**src/rtl/stack_pkg.sv**
```systemverilog
// Shared definitions for the microprogram sequencer stack: opcodes, FSM states
// and default widths.
package stack_pkg;

   localparam int DEF_DW = 12;
   localparam int DEF_AW = 3;

   localparam logic [1:0] CMD_NOP   = 2'b00;
   localparam logic [1:0] CMD_PUSH  = 2'b01;
   localparam logic [1:0] CMD_POP   = 2'b10;
   localparam logic [1:0] CMD_CLEAR = 2'b11;

   typedef enum logic {
      ST_IDLE     = 1'b0,
      ST_POP_WAIT = 1'b1
   } state_e;

endpackage

```
**src/rtl/upc_stack_ctrl.sv**
```systemverilog
// Subroutine/loop stack control: TOS held in a register, deeper entries spilled
// to an external single-port RAM with 1-cycle registered read data.
module upc_stack_ctrl
   import stack_pkg::*;
#(
   parameter int DW    = DEF_DW,
   parameter int AW    = DEF_AW,
   parameter int DEPTH = 5
) (
   input  logic          clk,
   input  logic          rst_n,
   input  logic [1:0]    cmd,
   input  logic          cmd_valid,
   output logic          cmd_ready,
   input  logic [DW-1:0] push_data,
   output logic [DW-1:0] tos,
   output logic [3:0]    count,
   output logic          full_n,
   output logic          empty,
   output logic          ovf,
   output logic          unf,
   output logic          mem_we,
   output logic [AW-1:0] mem_addr,
   output logic [DW-1:0] mem_din,
   input  logic [DW-1:0] mem_dout
);

   localparam logic [3:0] DEPTH_C = 4'(DEPTH);

   state_e        r_state;
   logic [DW-1:0] r_tos;
   logic [3:0]    r_count;
   logic          r_full_n;
   logic          r_empty;
   logic          r_ovf;
   logic          r_unf;
   logic          r_cmd_ready;

   logic          w_accept;
   logic          w_is_full;
   logic          w_is_empty;
   logic [3:0]    w_count_nxt;
   logic          w_mem_we;
   logic [AW-1:0] w_mem_addr;
   logic [DW-1:0] w_mem_din;

   assign w_accept   = cmd_valid && r_cmd_ready;
   assign w_is_full  = (r_count == DEPTH_C);
   assign w_is_empty = (r_count == 4'd0);

   // RAM port drive: the spill write and the pop read address are both issued
   // in the accept cycle so the read data is ready during POP_WAIT.
   always_comb begin
      // NOTE: every combinational output gets a default first so no path can
      // leave it unassigned and infer a latch.
      w_mem_we   = 1'b0;
      w_mem_addr = '0;
      w_mem_din  = '0;
      if (w_accept) begin
         case (cmd)
            CMD_PUSH: begin
               if (!w_is_empty && !w_is_full) begin
                  w_mem_we   = 1'b1;
                  w_mem_addr = AW'(r_count - 4'd1);
                  w_mem_din  = r_tos;
               end
            end
            CMD_POP: begin
               if (r_count >= 4'd2) begin
                  w_mem_addr = AW'(r_count - 4'd2);
               end
            end
            default: ;
         endcase
      end
   end

   always_comb begin
      w_count_nxt = r_count;
      if (r_state == ST_POP_WAIT) begin
         w_count_nxt = r_count - 4'd1;
      end else if (w_accept) begin
         case (cmd)
            CMD_PUSH:  if (!w_is_full) w_count_nxt = r_count + 4'd1;
            CMD_POP:   if (r_count == 4'd1) w_count_nxt = 4'd0;
            CMD_CLEAR: w_count_nxt = 4'd0;
            default:   ;
         endcase
      end
   end

   always_ff @(posedge clk or negedge rst_n) begin
      if (!rst_n) begin
         r_state     <= ST_IDLE;
         r_tos       <= '0;
         r_count     <= 4'd0;
         r_full_n    <= 1'b1;
         r_empty     <= 1'b1;
         r_ovf       <= 1'b0;
         r_unf       <= 1'b0;
         r_cmd_ready <= 1'b1;
      end else begin
         // NOTE: non-blocking assignments throughout, so every register sees
         // the pre-edge values of the others regardless of statement order.
         r_count  <= w_count_nxt;
         r_full_n <= (w_count_nxt != DEPTH_C);
         r_empty  <= (w_count_nxt == 4'd0);
         r_ovf    <= 1'b0;
         r_unf    <= 1'b0;
         case (r_state)
            ST_IDLE: begin
               if (w_accept) begin
                  case (cmd)
                     CMD_PUSH: begin
                        r_tos <= push_data;
                        r_ovf <= w_is_full;
                     end
                     CMD_POP: begin
                        if (r_count >= 4'd2) begin
                           r_state     <= ST_POP_WAIT;
                           r_cmd_ready <= 1'b0;
                        end else if (r_count == 4'd1) begin
                           r_tos <= '0;
                        end else begin
                           r_unf <= 1'b1;
                        end
                     end
                     CMD_CLEAR: r_tos <= '0;
                     default:   ;
                  endcase
               end
            end
            ST_POP_WAIT: begin
               r_tos       <= mem_dout;
               r_state     <= ST_IDLE;
               r_cmd_ready <= 1'b1;
            end
            default: begin
               r_state     <= ST_IDLE;
               r_cmd_ready <= 1'b1;
            end
         endcase
      end
   end

   assign cmd_ready = r_cmd_ready;
   assign tos       = r_tos;
   assign count     = r_count;
   assign full_n    = r_full_n;
   assign empty     = r_empty;
   assign ovf       = r_ovf;
   assign unf       = r_unf;
   assign mem_we    = w_mem_we;
   assign mem_addr  = w_mem_addr;
   assign mem_din   = w_mem_din;

endmodule

```
**config.mk**
```make
export PLATFORM = sky130hd
export DESIGN_NAME = upc_stack_ctrl
export DESIGN_NICKNAME = d
export VERILOG_FILES = /design/src/rtl/stack_pkg.sv /design/src/rtl/upc_stack_ctrl.sv
export SDC_FILE = /design/constraint.sdc
export NUM_CORES = 1
export LEC_CHECK = 0
export CORE_MARGIN = 1.5
export CORE_UTILIZATION = 38
export CTS_BUF_LIST = sky130_fd_sc_hd__clkbuf_16
export DETAILED_ROUTE_END_ITERATION = 10
export PLACE_DENSITY_LB_ADDON = 0.12
export SYNTH_ARGS = -nofsm -noshare
export SYNTH_HDL_FRONTEND = slang
export SYNTH_SLANG_ARGS = --single-unit
```
**constraint.sdc**
```tcl
create_clock -name clk -period 2.25 [get_ports clk]
set_clock_uncertainty 0.05 [all_clocks]
set_input_delay 0.675 -clock clk [delete_from_list [all_inputs] [get_ports clk]]
set_output_delay 0.675 -clock clk [all_outputs]
set_load 0.05 [all_outputs]
```
==> qor.yml, run 1 <==
status: "complete, but fails checks"
violations: "setup timing"
dp.cells: 292
htree_levels: 1
seq_power_share: 0.216
yosys-top-cells-area: "dfrtp_1 (32%), ha_1 (10%), nand2_1 (5.6%)"
wl_per_cell_um: 17.5
drive_gt1_frac: 0.504
critical_path.max_stage_delay_ps: 530
cpMaxStageDelayCell: "dfrtp_4"
synth-async-reset-ratio: 1.00
met1_usage: 0.319
synth-seq-cells: 22
fin_crit_sh: 1.17
port_buffers: 65
crit_chain: "ha_4 -> or4_4 -> nand3_1 -> o21ai_1 -> and3_4 -> buf_12"
syn-cell-area_sq_um: 1480
place.gp.congestion: 0.928
power.density_nw_per_um2: 1160
setup_slack_ps: -392
ys_seq_area_frac: 0.374
fmax_mhz: 378
place_hpwl_um: 3510
synth_area_leader_cell: "dfrtp_1"
path_class: "reg -> out"
maxCapViolCount: 0
die_area_sq_um: 4290
numCtsBuffers: 3
cts_tree: "done"
ys_types: 44
combPwrFrac: 0.642
cpLargestDelayFamily: "simple AND/OR/NAND/NOR gates"
grt_overflow: 0
cp_num_cells: 6
top_usage_layer: "met2"
viasPerCell: 5.44
grt_pass1_wl_um: 8230
io-pin-count: 66
core_area_sq_um: 3720
final_core_util: 0.809
grt_max_degree: 23
fin_tns_setup_ps: -8280
rr_startpoint: "count[1]"
ys_warn_count: 0
drtAntennaViolNets: 0
ys.flop_type: "dfrtp_1"
worst_pin_slew_ps: 730
pwr-share-clk: 0.142
antenna_found_initial: 0
crit_buf_inv: 1
synth_cells: 159
initial_core_util: 0.399
start_kind: "flip-flop"
drv_slew: 0
grt_usage: 0.247
hold_end: "tos[10]"
worstHoldStart: "tos[10]"
syn_to_final_growth_pct: 103
cts.path.max_buffers: 2
cp.arrival_ps: 1920
vdd_ir_drop_max_v: 0.000605
r2r_end: "tos[11]"
clock_sinks: 22
rsz0062_at_grt: "yes"
endpoint_kind: "output pin"
hold_depth: 2
yosysTopAreaCellShare: 0.321
grt_pass1_vias: 1715
synth-edff-count: 0
clkLatencyLatePin_ps: 250
hold_buffers: 0
drt_iter0_drc: 96
rows: 22
first_pass_iters: 4
root_buffer: "clkbuf_16"
clk_pin_slew_worst_paths_ps: 60
final-setup-viol-count: 28
swShare: 0.467
use_met3: 0.0342
antennaDiodeCount: 0
r2r_slack_ps: -280
chipHeight_um: 65.5
drt_wl_total_um: 5410
required_ps: 1520
vias: 1685
hold_class: "reg -> reg"
rr_worst_depth: 11
worst-path-max-fanout: 5
grt_use_met2: 0.431
syn_nets: 200
period_minus_slack_ps: 2640
slew_headroom: 0.511
p_leak_nw: 1.28
final_cells: 310
hold_viol_final: 0
switchingPower_w: 0.00162
drc: 0
avgSynthCellArea_sq_um: 9.32
layout.nets: 304
p_int_w: 0.00186
die_w_um: 65.5
==> flip-flops by register name, indices dropped and copies added (netlist names) <==
register and count:
count 4, ovf 1, empty 1, cmd_ready 1, unf 1, tos 12, r_state 1, full_n 1
==> worst reg2reg max path, stage by stage (launching register included) <==
cell and delay [ps]:
dfrtp_4 530, ha_4 180, or4_4 460, buf_4 160, buf_6 100, buf_6 120, o21ai_4 180, a31oi_4 120
buf_12 150, buf_12 130, a211oi_4 210, a21oi_2 40
==> how the worst max path moves through the flow <==
| stage | from | endpoint | slack (ps) |
|---|---|---|---|
| 5_1_grt | count[1] | mem_addr[0] | -440 |
| 3_3_place_gp | cmd[1] | mem_addr[1] | -550 |
| 4_1_cts | count[1] | mem_addr[0] | -360 |
| 2_1_floorplan | count[0] | mem_din[10] | -170 |
| 6_report | count[1] | mem_addr[0] | -390 |
| 3_5_place_dp | cmd[1] | mem_din[1] | -630 |
==> power by group through the flow <==
| stage | Combinational [W] | Sequential (W) | Clock, W |
|---|---|---|---|
| after floorplan | 0.000623 | 0.00126 | 0 |
| after global placement | 0.00181 | 0.000724 | 0 |
| after detailed placement | 0.00185 | 0.000734 | 0 |
| after CTS | 0.00206 | 0.000736 | 0.000499 |
| after global routing | 0.00234 | 0.000769 | 0.000521 |
| final | 0.00223 | 0.000751 | 0.000494 |
==> cell type report <==
type                    count  area [sq um]
clock buffers               3          75.1
clock inverters             1          30.0
well taps                  48          60.1
repair buffers            105          1170
inverters                   9          41.3
multi-input cells         122          1060
flip-flops and latches     22           564
fillers                   213           709
==> logic make-up after synthesis <==
logic type,share of synthesized area
buf+inv,0.0523
flops,0.374
mux,0.00675
xor+xnor,0.0118
fa+ha+maj,0.101
compound gates,0.234
simple gates,0.220
==> metal layers <==
metal  vias to the layer above  routed length [um]  share of wire
met5                         -                   0              0
met4                         0                  94          0.017
met3                        14                 312          0.058
met2                        88                2840           0.52
met1                       803                2170           0.40
li1                        780                   -              -
==> synthesized netlist by cell type, types with 3 or more instances <==
| library cell | number |
|---|---|
| nor2_1 | 4 |
| and3_1 | 6 |
| ha_1 | 12 |
| inv_1 | 9 |
| dfrtp_1 | 19 |
| o21ai_2 | 9 |
| nand2_1 | 22 |
| nor3_1 | 3 |
| a22oi_1 | 10 |
| and2_1 | 11 |
| o21ai_0 | 8 |
| dfstp_2 | 3 |
| nand3_1 | 3 |
| o21ai_1 | 3 |
| a21oi_1 | 3 |
==> stage by stage <==
step                      total power (W)  hold WS, ps  worst slack, ps  instance area [sq um]
after global placement            0.00253          436             -554                   2610
after detailed placement          0.00258          443             -631                   2610
after floorplan                   0.00189          329             -174                   1590
after CTS                         0.00330          456             -360                   2900
after global routing              0.00363          481             -443                   3010
final                             0.00348          456             -392                   3010
==> placed cells by master (no fill, tap or decap), types with 2 or more instances in the layout <==
cell	n
a21oi_1	2
clkbuf_16	3
ha_1	5
o21ai_1	5
o21ai_2	10
a21oi_2	2
a22oi_1	10
o21ai_0	4
and3_1	3
clkdlybuf4s50_1	37
nand2_1	18
nand2b_1	2
nor2_4	2
nor2_1	3
and2_4	11
o21ai_4	2
buf_12	19
nor3_1	2
dfstp_2	3
buf_6	8
nand2_2	3
buf_4	37
inv_1	6
and3_4	3
nand3_1	3
dfrtp_1	15
ha_4	5
dfrtp_2	2
dfrtp_4	2
o2111ai_1	2
ha_2	2
==> repair_timing <==
action | 4_1_cts | 5_1_grt
pin swaps | 9 | 11
gates resized for setup | 28 | 21
gates cloned | 2 | 1
setup buffers | 6 | 6
setup endpoints to repair | 33 | 30
Power figures use the tool's default switching activity.
==> run 2, diff against run 1 <==
--- a/config.mk
+++ b/config.mk
@@ -6,7 +6,7 @@
 export NUM_CORES = 1
 export LEC_CHECK = 0
 export CORE_MARGIN = 1.5
-export CORE_UTILIZATION = 38
+export CORE_UTILIZATION = 42
 export CTS_BUF_LIST = sky130_fd_sc_hd__clkbuf_16
 export DETAILED_ROUTE_END_ITERATION = 10
 export PLACE_DENSITY_LB_ADDON = 0.12
==> constraint.sdc (replaced) <==
create_clock -name clk -period 3 [get_ports clk]
set_clock_uncertainty 0.05 [all_clocks]
set_input_delay 0.9 -clock clk [delete_from_list [all_inputs] [get_ports clk]]
set_output_delay 0.9 -clock clk [all_outputs]
set_load 0.05 [all_outputs]
==> run 2 against run 1 <==
The run now ends clean. Global-route usage is 0.14 points higher. Utilization increased by 3.2 points. Cell count fell by 3.2%. Die area decreased by 9.1%. Largest cell class unchanged.
==> qor.yml, run 2 (synthesis gave the netlist of run 1 again) <==
place.gp.congestion: 0.919  # was 0.928
drtAntennaViolNets: 0  # unchanged
grt_usage: 0.248  # was 0.247
preCtsSetupSlack_ps: -683  # was -631 ps
clkLatencyLatePin_ps: 260  # was 250 ps
first_pass_iters: 4  # unchanged
swShare: 0.475  # was 0.467
setup_slack_ps: 5.76  # was -392 ps
wl_per_cell_um: 17.6  # was 17.5 um
antennaDiodeCount: 0  # unchanged
chipHeight_um: 62.4  # was 65.5 um
clock_sinks: 22  # unchanged
maxCapViolCount: 0  # unchanged
drt_iter0_drc: 84  # was 96
period_minus_slack_ps: 2990
worst-path-max-fanout: 3  # was 5
hold_viol_final: 0  # unchanged
place_hpwl_um: 3310  # was 3510 um
syn_to_final_growth_pct: 90.8  # was 103%
viasPerCell: 5.54  # was 5.44
layout_commonest_cell: "clkdlybuf4s50_1"
slew_headroom: 0.652  # was 0.511
grt_pass1_wl_um: 7780  # was 8230 um
start_kind: "primary input"  # was flip-flop
stdcell_area_sq_um: 2830  # was 3010 sq um
final_core_util: 0.841  # was 0.809
switchingPower_w: 0.00114  # was 0.00162 W
antenna_found_initial: 0  # unchanged
pwr-share-clk: 0.157  # was 0.142
worst_pin_slew_ps: 521  # was 730 ps
p_leak_nw: 1.20  # was 1.28 nW
io-pin-count: 66  # unchanged
vdd_ir_drop_max_v: 0.000518  # was 0.000605 V
drive_gt1_frac: 0.406  # was 0.504
vias: 1663  # was 1685
endpoint_kind: "output pin"  # unchanged
die_area_sq_um: 3900  # was 4290 sq um
die_w_um: 62.4  # was 65.5 um
core_area_sq_um: 3360  # was 3720 sq um
drt_wl_total_um: 5280  # was 5410 um
seq_power_share: 0.222  # was 0.216
final-setup-viol-count: 0  # was 28
fin_crit_sh: 0.998
hold_buffers: 0  # unchanged
grt_overflow: 0  # unchanged
fmax_mhz: 334
largest_register_ffs: 12  # unchanged
root_buffer: "clkbuf_16"  # unchanged
htree_levels: 1  # unchanged
status: "completed"  # was complete, but fails checks
combPwrFrac: 0.621  # was 0.642
cp.arrival_ps: 2040  # was 1920 ps
grt_max_degree: 23  # unchanged
final_cell_mix: "clkdlybuf4s50_1 (46), buf_4 (29), nand2_1 (20), dfrtp_1 (17), buf_12 (17)"  # was clkdlybuf4s50_1 (37), buf_4 (37), buf_12 (19), nand2_1 (18), dfrtp_1 (15)
required_ps: 2050  # was 1520 ps
p_int_w: 0.00126  # was 0.00186 W
power.density_nw_per_um2: 847  # was 1160 nW/um^2
drc: 0  # unchanged
cts.path.max_buffers: 2  # unchanged
initial_core_util: 0.441  # was 0.399
layout.nets: 296  # was 304
numCtsBuffers: 3  # unchanged
grt_pass1_vias: 1609  # was 1715
path_class: "in -> out"  # was reg -> out
clk_pin_slew_worst_paths_ps: 60  # about the same
port_buffers: 65  # unchanged
hold_class: "reg -> reg"  # unchanged
cts_tree: "done"  # unchanged
rows: 21  # was 22
placed_area_sq_um: 2520  # was 2610 sq um
drv_slew: 0  # unchanged
[run 2: cell count changes in the layout (fill, tap and decap cells not counted), sizes merged]
cell | before | now
clkdlybuf4s15 | 1 | 2
nor2 | 5 | 4
buf | 66 | 49
clkdlybuf4s50 | 37 | 46
[run 2: metal layers]
| metal | vias to the layer above | track usage | wire length [um] |
|---|---|---|---|
| li1 | 757 | - | - |
| met1 | 800 | 0.318 | 2160 |
| met2 | 87 | 0.435 | 2590 |
| met3 | 19 | 0.0450 | 322 |
| met4 | 0 | 0.0583 | 210 |
| met5 | - | 0 | 0 |
[run 2: cell type report]
type | instances | area, sq um
Sequential cell | 22 | 557
Clock inverter | 1 | 30.0
Fill cell | 196 | 534
Inverter | 9 | 36.3
Timing Repair Buffer | 98 | 1080
Multi-Input combinational cell | 121 | 990
Clock buffer | 3 | 75.1
Tap cell | 46 | 57.6
[run 2: power groups by stage]
stage / registers (W) / logic [W] / clock network (W)
after global routing: 0.000548 / 0.00156 / 0.000393
final: 0.000533 / 0.00149 / 0.000376
after global placement: 0.000518 / 0.00130 / 0
after detailed placement: 0.000521 / 0.00133 / 0
after floorplan: 0.000927 / 0.000432 / 0
after CTS: 0.000523 / 0.00138 / 0.000383
[run 2: worst paths after layout]
path,from,to,slack (ps),depth (start not counted)
worst max register to register,count[0],tos[11],740,9
worst min-delay path,tos[5],tos[5],460,2
worst max-delay path,cmd[0],mem_addr[1],6,8
min in group asynchronous,rst_n,tos[3],950,2
worst min register to register,tos[5],tos[5],460,2
max in group asynchronous,rst_n,empty,1670,2
[run 2: stage by stage]
step           std cells  total power (W)  TNS, ps  hold slack, ps
2_1_floorplan        159          0.00136        0             494
3_5_place_dp         287          0.00185   -10000             443
5_1_grt              300          0.00250     -118             490
6_report             300          0.00240        0             463
4_1_cts              295          0.00228        0             466
3_3_place_gp         287          0.00182    -7860             435
[run 2: timing repair]
action / in CTS / in global routing
gates resized for setup: 28 / 10
pin swaps: 7 / 7
buffers inserted: 4 / 6
setup endpoints to repair: 16 / 4
[run 2: worst max-delay path: stages]
cell,delay [ps]
clkdlybuf4s15_2,220
buf_6,140
inv_4,70
ha_4,170
nand2_4,60
o22ai_2,140
and3_4,210
buf_12,130
